`config.mk`:
```
export PLATFORM = sky130hd
export DESIGN_NAME = obi_ctx_arbiter
export DESIGN_NICKNAME = d
export VERILOG_FILES = /design/src/rtl/rtosunit_mem_pkg.sv /design/src/rtl/obi_src_fifo.sv /design/src/rtl/obi_ctx_arbiter.sv
export SDC_FILE = /design/constraint.sdc
export NUM_CORES = 1
export LEC_CHECK = 0
export CAP_MARGIN = 20
export CORE_AREA = 2 2 120 122
export DETAILED_ROUTE_END_ITERATION = 10
export DIE_AREA = 0 0 122 124
export GPL_ROUTABILITY_DRIVEN = 0
export RECOVER_POWER = 25
export SYNTH_ARGS = -nofsm -noshare
export SYNTH_HDL_FRONTEND = slang
export SYNTH_SLANG_ARGS = --single-unit
export TNS_END_PERCENT = 1
```
`constraint.sdc`:
```
create_clock -name clk_i -period 3.01 [get_ports clk_i]
set_clock_uncertainty 0.05 [all_clocks]
set_input_delay 0.301 -clock clk_i [delete_from_list [all_inputs] [get_ports clk_i]]
set_output_delay 0.301 -clock clk_i [all_outputs]
set_load 0.01 [all_outputs]
```
`src/rtl/rtosunit_mem_pkg.sv`:
```
// Shared types and defaults for the RTOS-unit memory port arbiter.
package rtosunit_mem_pkg;

  typedef enum logic {
    CPU = 1'b0,
    CTX = 1'b1
  } src_e;

  typedef struct packed {
    src_e src;
    logic we;
  } trk_entry_t;

  localparam int unsigned TRK_ENTRY_W             = $bits(trk_entry_t);
  localparam int unsigned DEFAULT_MAX_OUTSTANDING = 4;
  localparam int unsigned DEFAULT_STARVE_LIMIT    = 8;

endpackage

```
`src/rtl/obi_src_fifo.sv`:
```
// Response-source tracker: records which port issued each granted request
// so in-order responses can be routed back to their originator.
module obi_src_fifo
  import rtosunit_mem_pkg::*;
#(
  parameter int unsigned DEPTH = DEFAULT_MAX_OUTSTANDING,
  parameter int unsigned CNT_W = $clog2(DEPTH) + 1
) (
  input  logic                   clk_i,
  input  logic                   rst_ni,
  input  logic                   push_i,
  input  logic [TRK_ENTRY_W-1:0] entry_i,
  input  logic                   pop_i,
  output logic [TRK_ENTRY_W-1:0] head_o,
  output logic                   full_o,
  output logic                   empty_o,
  output logic [CNT_W-1:0]       count_o
);

  localparam int unsigned PTR_W = $clog2(DEPTH);

  logic [TRK_ENTRY_W-1:0] mem_q [DEPTH];
  logic [TRK_ENTRY_W-1:0] mem_d [DEPTH];
  logic [PTR_W-1:0]       wr_ptr_q, wr_ptr_d;
  logic [PTR_W-1:0]       rd_ptr_q, rd_ptr_d;
  logic [CNT_W-1:0]       count_q, count_d;
  logic                   do_push, do_pop;

  always_comb begin
    full_o   = (count_q == CNT_W'(DEPTH));
    empty_o  = (count_q == '0);
    do_push  = push_i & ~full_o;
    do_pop   = pop_i & ~empty_o;
    mem_d    = mem_q;
    wr_ptr_d = wr_ptr_q;
    rd_ptr_d = rd_ptr_q;
    count_d  = count_q;

    // DEPTH is a power of two, so pointers wrap by natural overflow.
    if (do_push) begin
      mem_d[wr_ptr_q] = entry_i;
      wr_ptr_d        = wr_ptr_q + PTR_W'(1);
    end
    if (do_pop) begin
      rd_ptr_d = rd_ptr_q + PTR_W'(1);
    end

    case ({do_push, do_pop})
      2'b10:   count_d = count_q + CNT_W'(1);
      2'b01:   count_d = count_q - CNT_W'(1);
      default: count_d = count_q;
    endcase
  end

  always_ff @(posedge clk_i or negedge rst_ni) begin
    if (!rst_ni) begin
      for (int unsigned i = 0; i < DEPTH; i++) begin
        mem_q[i] <= '0;
      end
      wr_ptr_q <= '0;
      rd_ptr_q <= '0;
      count_q  <= '0;
    end else begin
      mem_q    <= mem_d;
      wr_ptr_q <= wr_ptr_d;
      rd_ptr_q <= rd_ptr_d;
      count_q  <= count_d;
    end
  end

  assign head_o  = mem_q[rd_ptr_q];
  assign count_o = count_q;

endmodule

```
`src/rtl/obi_ctx_arbiter.sv`:
```
// Arbitrates the CPU and RTOS context-unit OBI ports onto one memory port,
// with starvation protection for ctx and in-order response routing.
module obi_ctx_arbiter
  import rtosunit_mem_pkg::*;
#(
  parameter int unsigned MAX_OUTSTANDING = DEFAULT_MAX_OUTSTANDING,
  parameter int unsigned STARVE_LIMIT    = DEFAULT_STARVE_LIMIT
) (
  input  logic        clk_i,
  input  logic        rst_ni,

  input  logic        cpu_req_i,
  output logic        cpu_gnt_o,
  input  logic        cpu_we_i,
  input  logic [3:0]  cpu_be_i,
  input  logic [31:0] cpu_addr_i,
  input  logic [31:0] cpu_wdata_i,
  output logic        cpu_rvalid_o,
  output logic [31:0] cpu_rdata_o,

  input  logic        ctx_req_i,
  output logic        ctx_gnt_o,
  input  logic        ctx_we_i,
  input  logic [31:0] ctx_addr_i,
  input  logic [31:0] ctx_wdata_i,
  output logic        ctx_rvalid_o,
  output logic [31:0] ctx_rdata_o,

  output logic        mem_req_o,
  input  logic        mem_gnt_i,
  output logic        mem_we_o,
  output logic [3:0]  mem_be_o,
  output logic [31:0] mem_addr_o,
  output logic [31:0] mem_wdata_o,
  input  logic        mem_rvalid_i,
  input  logic [31:0] mem_rdata_i
);

  localparam int unsigned CNT_W = $clog2(MAX_OUTSTANDING) + 1;
  localparam int unsigned STV_W = $clog2(STARVE_LIMIT + 1);
  localparam logic [CNT_W-1:0] CNT_MAX = CNT_W'(MAX_OUTSTANDING);
  localparam logic [STV_W-1:0] STV_MAX = STV_W'(STARVE_LIMIT);

  src_e                   sel;
  src_e                   sel_q, sel_d;
  logic                   lock_q, lock_d;
  logic [STV_W-1:0]       starve_q, starve_d;
  logic                   handshake;

  trk_entry_t             push_entry;
  trk_entry_t             head;
  logic [TRK_ENTRY_W-1:0] head_raw;
  logic                   trk_full, trk_empty, trk_pop;
  logic [CNT_W-1:0]       trk_count;

  // Request side: selection, mux and grants.
  always_comb begin
    if (lock_q) begin
      sel = sel_q;
    end else if (ctx_req_i && ((starve_q == STV_MAX) || !cpu_req_i)) begin
      sel = CTX;
    end else begin
      sel = CPU;
    end

    // Gated with rst_ni so the request is quiet while reset is held.
    mem_req_o = rst_ni & (cpu_req_i | ctx_req_i) & (trk_count < CNT_MAX);

    if (sel == CTX) begin
      mem_we_o    = ctx_we_i;
      mem_be_o    = 4'hF;
      mem_addr_o  = ctx_addr_i;
      mem_wdata_o = ctx_wdata_i;
    end else begin
      mem_we_o    = cpu_we_i;
      mem_be_o    = cpu_be_i;
      mem_addr_o  = cpu_addr_i;
      mem_wdata_o = cpu_wdata_i;
    end

    handshake  = mem_req_o & mem_gnt_i;
    cpu_gnt_o  = handshake & (sel == CPU);
    ctx_gnt_o  = handshake & (sel == CTX);
    push_entry = '{src: sel, we: mem_we_o};
  end

  always_comb begin
    lock_d = mem_req_o & ~mem_gnt_i;
    sel_d  = sel;

    if (!ctx_req_i || ctx_gnt_o) begin
      starve_d = '0;
    end else if (starve_q != STV_MAX) begin
      starve_d = starve_q + STV_W'(1);
    end else begin
      starve_d = starve_q;
    end
  end

  always_ff @(posedge clk_i or negedge rst_ni) begin
    if (!rst_ni) begin
      sel_q    <= CPU;
      lock_q   <= 1'b0;
      starve_q <= '0;
    end else begin
      sel_q    <= sel_d;
      lock_q   <= lock_d;
      starve_q <= starve_d;
    end
  end

  obi_src_fifo #(
    .DEPTH (MAX_OUTSTANDING),
    .CNT_W (CNT_W)
  ) u_trk (
    .clk_i   (clk_i),
    .rst_ni  (rst_ni),
    .push_i  (handshake),
    .entry_i (push_entry),
    .pop_i   (trk_pop),
    .head_o  (head_raw),
    .full_o  (trk_full),
    .empty_o (trk_empty),
    .count_o (trk_count)
  );

  // Response side: a response with nothing outstanding is dropped.
  always_comb begin
    head         = trk_entry_t'(head_raw);
    trk_pop      = mem_rvalid_i & ~trk_empty;
    cpu_rvalid_o = trk_pop & (head.src == CPU);
    ctx_rvalid_o = trk_pop & (head.src == CTX) & ~head.we;
    cpu_rdata_o  = mem_rdata_i;
    ctx_rdata_o  = mem_rdata_i;
  end

  stray_rvalid_a : assert property (@(posedge clk_i) disable iff (!rst_ni)
    !(mem_rvalid_i && trk_empty))
    else $warning("mem_rvalid_i with no outstanding request was dropped");

  push_when_full_a : assert property (@(posedge clk_i) disable iff (!rst_ni)
    !(handshake && trk_full))
    else $error("grant accepted while response tracker full");

endmodule

```
Yosys cells after proc, flatten, opt, wreduce, memory -nomap -nowiden
Cells that the tools add are included.
W data, S select, Z words.
Word-level totals
  register bits: 21
  bits of input ports: 172
  output and inout bits: 138
  word-level logic and storage cells: 69
Operators by class
  $add $sub $neg: 5
  order comparisons: 4
  equality and inequality tests: 5
  muxes and demuxes: 15
  bitwise operators: 21
  reduce and logical (&&, ||, !) cells: 9
Operators by type and width (number)
  $mux W32: 2
  $and A1 B1 Y1: 12
  $mux W4: 3
  $bwmux W8: 1
  $ge A3 B3 Y1 const B: 2
  $mux W2: 3
  $not A1 Y1: 6
  $not A2 Y3: 2
  $pmux W3 S2: 1
  $add A2 B1 Y2 const B: 2
  $add A4 B1 Y4 const B: 1
  $bmux W2 S2: 1
  $demux W2 S2: 1
  $eq A4 B4 Y1 const B: 1
  $ne A4 B4 Y1 const B: 1
  $reduce_bool A2 Y1: 2
  $add A3 B1 Y3 const B: 1
  $eq A3 B3 Y1 const B: 1
  $logic_not A3 Y1: 1
  $lt A3 B1 Y1 const B: 1
  $lt A3 B3 Y1 const B: 1
  $mux W1: 3
  $sub A3 B1 Y3 const B: 1
  $eq A2 B1 Y1 const B: 1
  5 further kinds: 8

Depth between registers and ports, before layout
Gate-level depths: netlist of run 1.
  depth after elaboration: 8
  gate-level depth with buffers: 10
  depth with buffers taken out: 9

Modules after synthesis
Synthesis of run 1 repeated with hierarchy kept, for this count alone.
Unflattened totals
  cell total of the unflattened synthesis: 234
  area, all modules: 2461.1 um2
By module, submodules not included
  obi_ctx_arbiter: instances 1, cells an instance 176, area each 1690.4 um2, sequential area each 150.1 um2
  obi_src_fifo: instances 1, cells an instance 58, area each 770.7 um2, sequential area each 375.4 um2

Least setup slack after synthesis of run 1
Ideal clock, no wire load.
  path kind: reg-to-reg
  start: register u_trk.count_q[2], in the netlist u_trk.count_o[2]
  end: register u_trk.count_q[2], in the netlist u_trk.count_o[2]
  library setup time: 79 ps
  data arrival time: 1844 ps
  required time: 2881 ps
  path slack: 1037 ps
  cell stages (with the launch flop): 11
  buffers on the path: 1
  period minus slack after synthesis: 1973 ps
  cells stage by stage: dfrtp_1 > o21ba_2 > and3_1 > buf_4 > inv_2 > ha_1 > inv_1 > fa_1 > xor2_1 > nor2_1 > xor2_1
On the way
  cells in the longest elaborated chain, start to end: 6
  elaborated cells between the ends (all ways): 16
  classes of those cells: 2 x add/sub; 1 x order compare; 3 x eq/ne; 1 x mux; 7 x bitwise; 2 x reduce/logical
Ends and longest elaborated chain
  start, declared: RTL line obi_src_fifo.sv:26  | logic [CNT_W-1:0] count_q, count_d;
  start signal, assigned: RTL line obi_src_fifo.sv:67  | count_q <= count_d;
  $lt A3 B3 Y1 / $logic_not A3 Y1 (equally long branches): RTL line obi_ctx_arbiter.sv:67, obi_src_fifo.sv:31
  $and A1 B1 Y1 / $not A1 Y1 (equally long branches): RTL line obi_ctx_arbiter.sv:67, obi_src_fifo.sv:33, obi_ctx_arbiter.sv:130
  $and A1 B1 Y1 (on tied branches): RTL line obi_ctx_arbiter.sv:81, obi_ctx_arbiter.sv:130
  $and A1 B1 Y1 (on tied branches): RTL line obi_src_fifo.sv:32, obi_src_fifo.sv:33
  $eq A2 B1 Y1 / $eq A2 B2 Y1 (equally long branches): RTL line obi_src_fifo.sv:48  | case ({do_push, do_pop})
  $pmux W3 S2 / $reduce_bool A2 Y1 (equally long branches)
Several ways; a longest one is shown, not always the timed one.
A chain may end at the register's enable or synchronous reset.

Worst setup path in the final report of run 1
  start: register starve_q[0]
  end: output port mem_addr_o[7]
On the way
  cells in the longest elaborated chain, start to end: 6
Ends and longest elaborated chain
  start, declared: RTL line obi_ctx_arbiter.sv:47  | logic [STV_W-1:0] starve_q, starve_d;
  start signal, assigned: RTL line obi_ctx_arbiter.sv:108  | starve_q <= starve_d;
  $eq A4 B4 Y1: RTL line obi_ctx_arbiter.sv:60  | end else if (ctx_req_i && ((starve_q == STV_MAX) || !cpu_req_i)) begin
  $logic_or A1 B1 Y1: RTL line obi_ctx_arbiter.sv:60
  $logic_and A1 B1 Y1: RTL line obi_ctx_arbiter.sv:60
  $mux W1: RTL line obi_ctx_arbiter.sv:60
  $mux W1: RTL line obi_ctx_arbiter.sv:58  | if (lock_q) begin
  $mux W32: RTL line obi_ctx_arbiter.sv:69  | if (sel == CTX) begin
  end, declared: RTL line obi_ctx_arbiter.sv:33  | output logic [31:0] mem_addr_o,
No other way between the ends.

==> results.yml, run 1 <==
synth:
  synth_compound_area_share_pct: 3.27
  syn-instance-count: 239
  synth_seq_area_share_pct: 19.6
  yosysWarnings: 0
  postSynthAreaPerCell_sq_um: 11.2
  ys_top_cells_by_count: "65 x buf_4, 64 x mux2_4, 21 x dfrtp_1"
  synth.distinct_cells: 33
  ys_ff_latch: 21
  synth_async_sr_flop_share_pct: 100
  synthAdderAreaFrac_pct: 4.02
  synth_top_family_by_area: "multiplexers"
  synthFlopType: "dfrtp_1"
  synth-edff-count: 0
  synth.most_common_cell: "buf_4"
  synth_top_area_share_pct: 35.9
  muxShareOfSynthArea_pct: 41.7
  synthSimpleGateAreaFrac_pct: 5.89
  synth_xor_area_share_pct: 2.62
  synth_area_leaders: "mux2_4 36%, dfrtp_1 20%, buf_4 18%"
  syn-num-nets: 419
  netlist_area_sq_mm: 0.00268
  yosysTopAreaCell: "mux2_4"
floorplan:
  rows: 43
  dieArea_sq_mm: 0.0151
  fp.dieH_um: 124
  die_x_um: 122
  initial_utilization_pct: 19.5
  core_sq_mm: 0.0137
  ios: 310
timing:
  fin_crit_ps: 2890
  relSlewSlack_pct: 52.2
  rsz0062_at_grt: "yes"
  drv_slew: 0
  hold_ws_ps: 384
  worstMarginPinSlew_ps: 710
  min_period_over_period_pct: 96.1
  hold_viol: 0
  setup_viol: 0
  max_clock_freq_mhz: 346
placement:
  dp_cells: 569
  dpl_cell_area_sq_mm: 0.00455
  dp.final_hpwl_um: 10100
  port_buffers: 213
worst_setup_path:
  cp_data_required_time_ps: 2660
  r2r_slack_ps: 830
  crit_fanout: 22
  end_kind: "output pin"
  path_class: "register to output pin"
  rr_startpoint: "u_trk.count_o[2]"
  start_kind: "register"
  worstPathArrival_ps: 2540
  r2r_end: "u_trk.count_o[1]"
  r2r_cells: 7
layout:
  syn_to_final_growth_pct: 74.3
  diodes: 0
  fin_util_pct: 34.0
  n_fill_cell: 1381
  finalInstanceArea_sq_mm: 0.00466
  drive_above_1_share_pct: 23.2
  layout.nets: 574
  final_cells: 573
global_routing:
  grt_first_pass_wirelength_um: 15500
  first_global_vias: 2393
  antenna_found_initial: 2
  grt-ovfl-total: 0
  grtUsageTotal_pct: 14.2
  grt_max_degree: 23
detailed_routing:
  finalWirelength_um: 11800
  drcViolationCount: 0
  viasPerCell: 3.98
  vias: 2281
  avgRoutedWirePerCell_um: 20.6
  first_pass_iters: 3
  drt-initial-drc-count: 48
  ant_nets: 0
outcome:
  status: "completed"
flow_run:
  maxCapViolCount: 0
power:
  share_seq_of_total_power_pct: 26.1
  power_mw: 1.85
  p_switching_mw: 0.590
  internal_power_mw: 1.26
  power.density_mw_per_mm2: 397
  swShare_pct: 31.9
  peakVddDrop_uv: 355
  p_leak_nw: 2.06
  p_clk_share_pct: 15.1
  combPwrFrac_pct: 58.8
clock_network:
  cts_resized: 0
  clk_pin_slew_ps: 60
  cts_tree: "built"
  post_cts.repair.setup_buffers: 0
  clockBufferDepth: 2
  numCtsBuffers: 3
  cts-hold-fix-buffers: 0
  cts_htree_levels: 1
  root_buffer: "clkbuf_16"
  clock-sinks: 21
  clock_latency_ps: 250
worst_hold_path:
  hp-class: "input pin to asynchronous set/reset pin"
-- worst max-delay path, stage by stage (launching register included) --
cell and delay (ps):
dfrtp_1 390, inv_1 90, ha_1 200, nand3b_1 130, a21oi_2 210, a21oi_4 60, inv_6 130, buf_12 220
mux2_4 310, clkdlybuf4s50_1 520
-- per-stage QoR --
stage,setup WS (ps),setup TNS [ps]
6_report,117,0
5_1_grt,-56.1,-1050
4_1_cts,25.2,0
3_5_place_dp,255,0
3_3_place_gp,282,0
2_1_floorplan,1040,0
-- worst max-delay path by stage --
| stage | start | to |
|---|---|---|
| after floorplan | u_trk.count_o[2] | u_trk.count_o[2] |
| after global placement | ctx_req_i | mem_wdata_o[20] |
| after detailed placement | ctx_req_i | mem_wdata_o[19] |
| after CTS | starve_q[0] | mem_wdata_o[20] |
| after global routing | starve_q[0] | mem_addr_o[24] |
| final | starve_q[0] | mem_addr_o[7] |
-- cell type report --
class | instances | area, sq um | share of cell area (%)
timing repair buffer | 222 | 2250 | 48.2
multi-input combinational | 135 | 1540 | 33.0
sequential | 21 | 526 | 11.3
tap | 180 | 225 | 4.83
clock buffer | 4 | 78.8 | 1.69
inverter | 11 | 46.3 | 0.993
-- power groups by stage --
stage	sequential (mW)	combinational, mW	clock, mW
2_1_floorplan	0.456	0.672	0
3_3_place_gp	0.479	1.09	0
3_5_place_dp	0.485	1.10	0
4_1_cts	0.483	1.11	0.286
5_1_grt	0.497	1.19	0.295
6_report	0.483	1.09	0.279
-- kinds of logic after synthesis --
kind of cell,count (synthesis)
compound gates,11
buf+inv,83
fa+ha+maj,8
simple gates,32
mux,76
flops,21
xor+xnor,8
-- registers in the layout, summed over array words and instances, names as in the netlist --
| name | flops |
|---|---|
| lock_q | 1 |
| sel_q | 1 |
| starve_q | 4 |
| u_trk.count_o | 3 |
| u_trk.mem_q | 8 |
| u_trk.rd_ptr_q | 2 |
| u_trk.wr_ptr_q | 2 |
-- layer usage --
metal / vias up / routed length (um) / global-route usage, %
met5: - / 27 / 0
met4: 4 / 39 / 1.72
met3: 8 / 2360 / 13.4
met2: 191 / 4540 / 18.0
met1: 1029 / 4820 / 17.5
li1: 1049 / - / -
-- placed cells by master (no fill, tap or decap), drive strengths merged, types with 2 or more instances in the layout --
| cell type | netlist | routed |
|---|---|---|
| mux2i | 2 | 2 |
| xor2 | 3 | 3 |
| dlymetal6s2s | 0 | 13 |
| ha | 7 | 7 |
| clkbuf | 0 | 4 |
| inv | 11 | 11 |
| clkdlybuf4s50 | 0 | 200 |
| a21oi | 3 | 3 |
| nor2 | 9 | 9 |
| dfrtp | 21 | 21 |
| mux4 | 2 | 2 |
| o31ai | 2 | 2 |
| o21ai | 3 | 3 |
| nor2b | 2 | 2 |
| buf | 72 | 9 |
| nand2 | 10 | 10 |
| xnor2 | 5 | 5 |
| nand2b | 4 | 4 |
| mux2 | 72 | 72 |
Power figures use the tool's default switching activity.
==> run 2, diff against run 1 <==
Settings changed: ABC_AREA set to 1, CORE_AREA 2 2 120 122 to 2 2 122 124, DIE_AREA 0 0 122 124 to 0 0 124 126, TNS_END_PERCENT 1 to not set.
==> results.yml, run 2 <==
detailed_routing:
  first_pass_iters: 4
  viasPerCell: 3.82
  finalWirelength_um: 9450
  drcViolationCount: 0
  drt-initial-drc-count: 118
  ant_nets: 0
  vias: 2842
  avgRoutedWirePerCell_um: 12.7
layout:
  diodes: 0
  layout.cells.most_common: "clkdlybuf4s50_1"
  layout.nets: 741
  drive_above_1_share_pct: 10.2
  n_fill_cell: 1577
  regMostFlops: "u_trk.mem_q"
  mostFrequentLayoutCells: "213 x clkdlybuf4s50_1, 178 x nand2_1, 41 x nand2_2, 27 x inv_1, 21 x dfrtp_1"
  finalInstanceArea_sq_mm: 0.00450
  largest_reg_flops: 8
  syn_to_final_growth_pct: 72.6
power:
  p_leak_nw: 2.11
  peakVddDrop_uv: 224
  power.density_mw_per_mm2: 401
timing:
  relSlewSlack_pct: 78.6
  rsz0062_at_grt: "no"
  fin_tns_setup_ps: 0
  setup_viol: 0
  hold_ws_ps: 381
  min_period_over_period_pct: 90.3
  hold_viol: 0
  max_clock_freq_mhz: 368
  worstMarginPinSlew_ps: 321
  drv_slew: 0
  fin_crit_ps: 2720
worst_setup_path:
  path_class: "register to output pin"
  crit_fanout: 74
  r2r_slack_ps: 1130
  cp_data_required_time_ps: 2660
  end_kind: "output pin"
  cpMostUsedCell: "nand2_1"
  worstPathArrival_ps: 2370
  cp_cell_sequence: "inv_1 > ha_1 > nand3_2 > nand2_1 > nand2_2 > nand2_4 > buf_12 > nand2_1 > nand2_1 > clkdlybuf4s50_1"
  slowest_delay_ps: 540
  critPathBufInv: 3
  crit_slowest_cell: "clkdlybuf4s50_1"
  cp_top_family: "buffers and inverters"
  start_kind: "register"
synth:
  synth-edff-count: 0
  synthFlopType: "dfrtp_1"
  synth_area_leaders: "nand2_1 26%, dfrtp_1 20%, buf_4 19%"
  yosysWarnings: 0
  syn-num-nets: 597
  syn-instance-count: 417
  ys_top_cells_by_count: "178 x nand2_1, 67 x buf_4, 41 x nand2_2"
  synth.distinct_cells: 26
  synth_seq_area_share_pct: 20.2
  postSynthAreaPerCell_sq_um: 6.25
  synth_top_area_share_pct: 25.6
  yosysTopAreaCell: "nand2_1"
  netlist_area_sq_mm: 0.00261
  synth.most_common_cell: "nand2_1"
  ys_ff_latch: 21
  synth_async_sr_flop_share_pct: 100
flow_run:
  maxCapViolCount: 0
placement:
  port_buffers: 213
  dp.final_hpwl_um: 7650
  dpl_cell_area_sq_mm: 0.00442
floorplan:
  core_sq_mm: 0.0143
  die_x_um: 124
  rows: 44
  initial_utilization_pct: 18.2
  fp.dieH_um: 126
  ios: 310
  dieArea_sq_mm: 0.0156
clock_network:
  numCtsBuffers: 3
  cts-hold-fix-buffers: 0
  cts_resized: 0
  cts_htree_levels: 1
  clock-sinks: 21
  clock_latency_ps: 250
  clk_pin_slew_ps: 60
  cts_tree: "built"
  root_buffer: "clkbuf_16"
  post_cts.repair.setup_buffers: 0
  clockBufferDepth: 2
global_routing:
  grt_first_pass_wirelength_um: 13800
  grt_max_degree: 75
  first_global_vias: 2625
  antenna_found_initial: 0
  grt-ovfl-total: 0
  grtUsageTotal_pct: 11.2
outcome:
  status: "completed"
worst_hold_path:
  hp-class: "input pin to asynchronous set/reset pin"
-- run 2: cell families after synthesis --
kind of cell	share of synthesized area [%]
DFF	20.2
xor gates and xnor gates	2.02
adders and majority gates	4.13
AOI/OAI and AO/OA	3.60
buffers and inverters	28.0
and+or+nand+nor	42.1
-- run 2: power breakdown --
part           leakage, nW  switching [mW]  total [mW]  internal (mW)
Combinational         1.80           0.493        1.07          0.577
Sequential           0.267          0.0687       0.452          0.384
Clock               0.0409           0.102       0.280          0.178
Total                 2.11           0.664        1.80           1.14
-- run 2: final cells by class --
cell class | instances | area, sq um | area share, %
clock inverter | 1 | 5.00 | 0.111
inverter | 29 | 109 | 2.42
multi-input combinational | 287 | 1350 | 30.1
clock buffer | 3 | 75.1 | 1.67
tap | 184 | 230 | 5.12
timing repair buffer | 219 | 2200 | 48.9
sequential | 21 | 526 | 11.7
-- run 2: metrics by stage --
| stage | cells | setup WS (ps) | power [mW] | util (%) |
|---|---|---|---|---|
| detailed placement | 740 | 459 | 1.54 | 30.9 |
| CTS | 744 | 258 | 1.83 | 31.4 |
| global route | 744 | 91.2 | 1.98 | 31.4 |
| finish | 744 | 293 | 1.80 | 31.4 |
| floorplan | 417 | 1210 | 1.07 | - |
| global placement | 740 | 436 | 1.53 | 30.9 |
-- run 2: routing by layer --
| metal | vias to the layer above | track usage [%] | routed length (um) |
|---|---|---|---|
| li1 | 1465 | - | - |
| met5 | - | 0 | 0 |
| met1 | 1172 | 13.8 | 3820 |
| met2 | 189 | 18.4 | 4150 |
| met3 | 16 | 4.26 | 1340 |
| met4 | 0 | 2.38 | 135 |
-- run 2: worst reg2reg max path: cells and delay by family (launching register included) --
family | cells | cell delay (ps)
AND/OR/NAND/NOR | 7 | 620
buffers and inverters | 3 | 530
adder cells (fa/ha/maj) | 1 | 170
flip-flops | 1 | 420
-- run 2: path summary, 6_finish.rpt --
path,endpoint,depth (start not counted),startpoint
max,mem_wdata_o[9],10,starve_q[0]
min,u_trk.mem_q[7],2,rst_ni
max reg2reg,u_trk.mem_q[2],11,starve_q[0]
min reg2reg,u_trk.count_o[0],1,u_trk.count_o[0]
max in group asynchronous,u_trk.count_o[1],2,rst_ni
min in group clk_i,u_trk.count_o[0],1,u_trk.count_o[0]
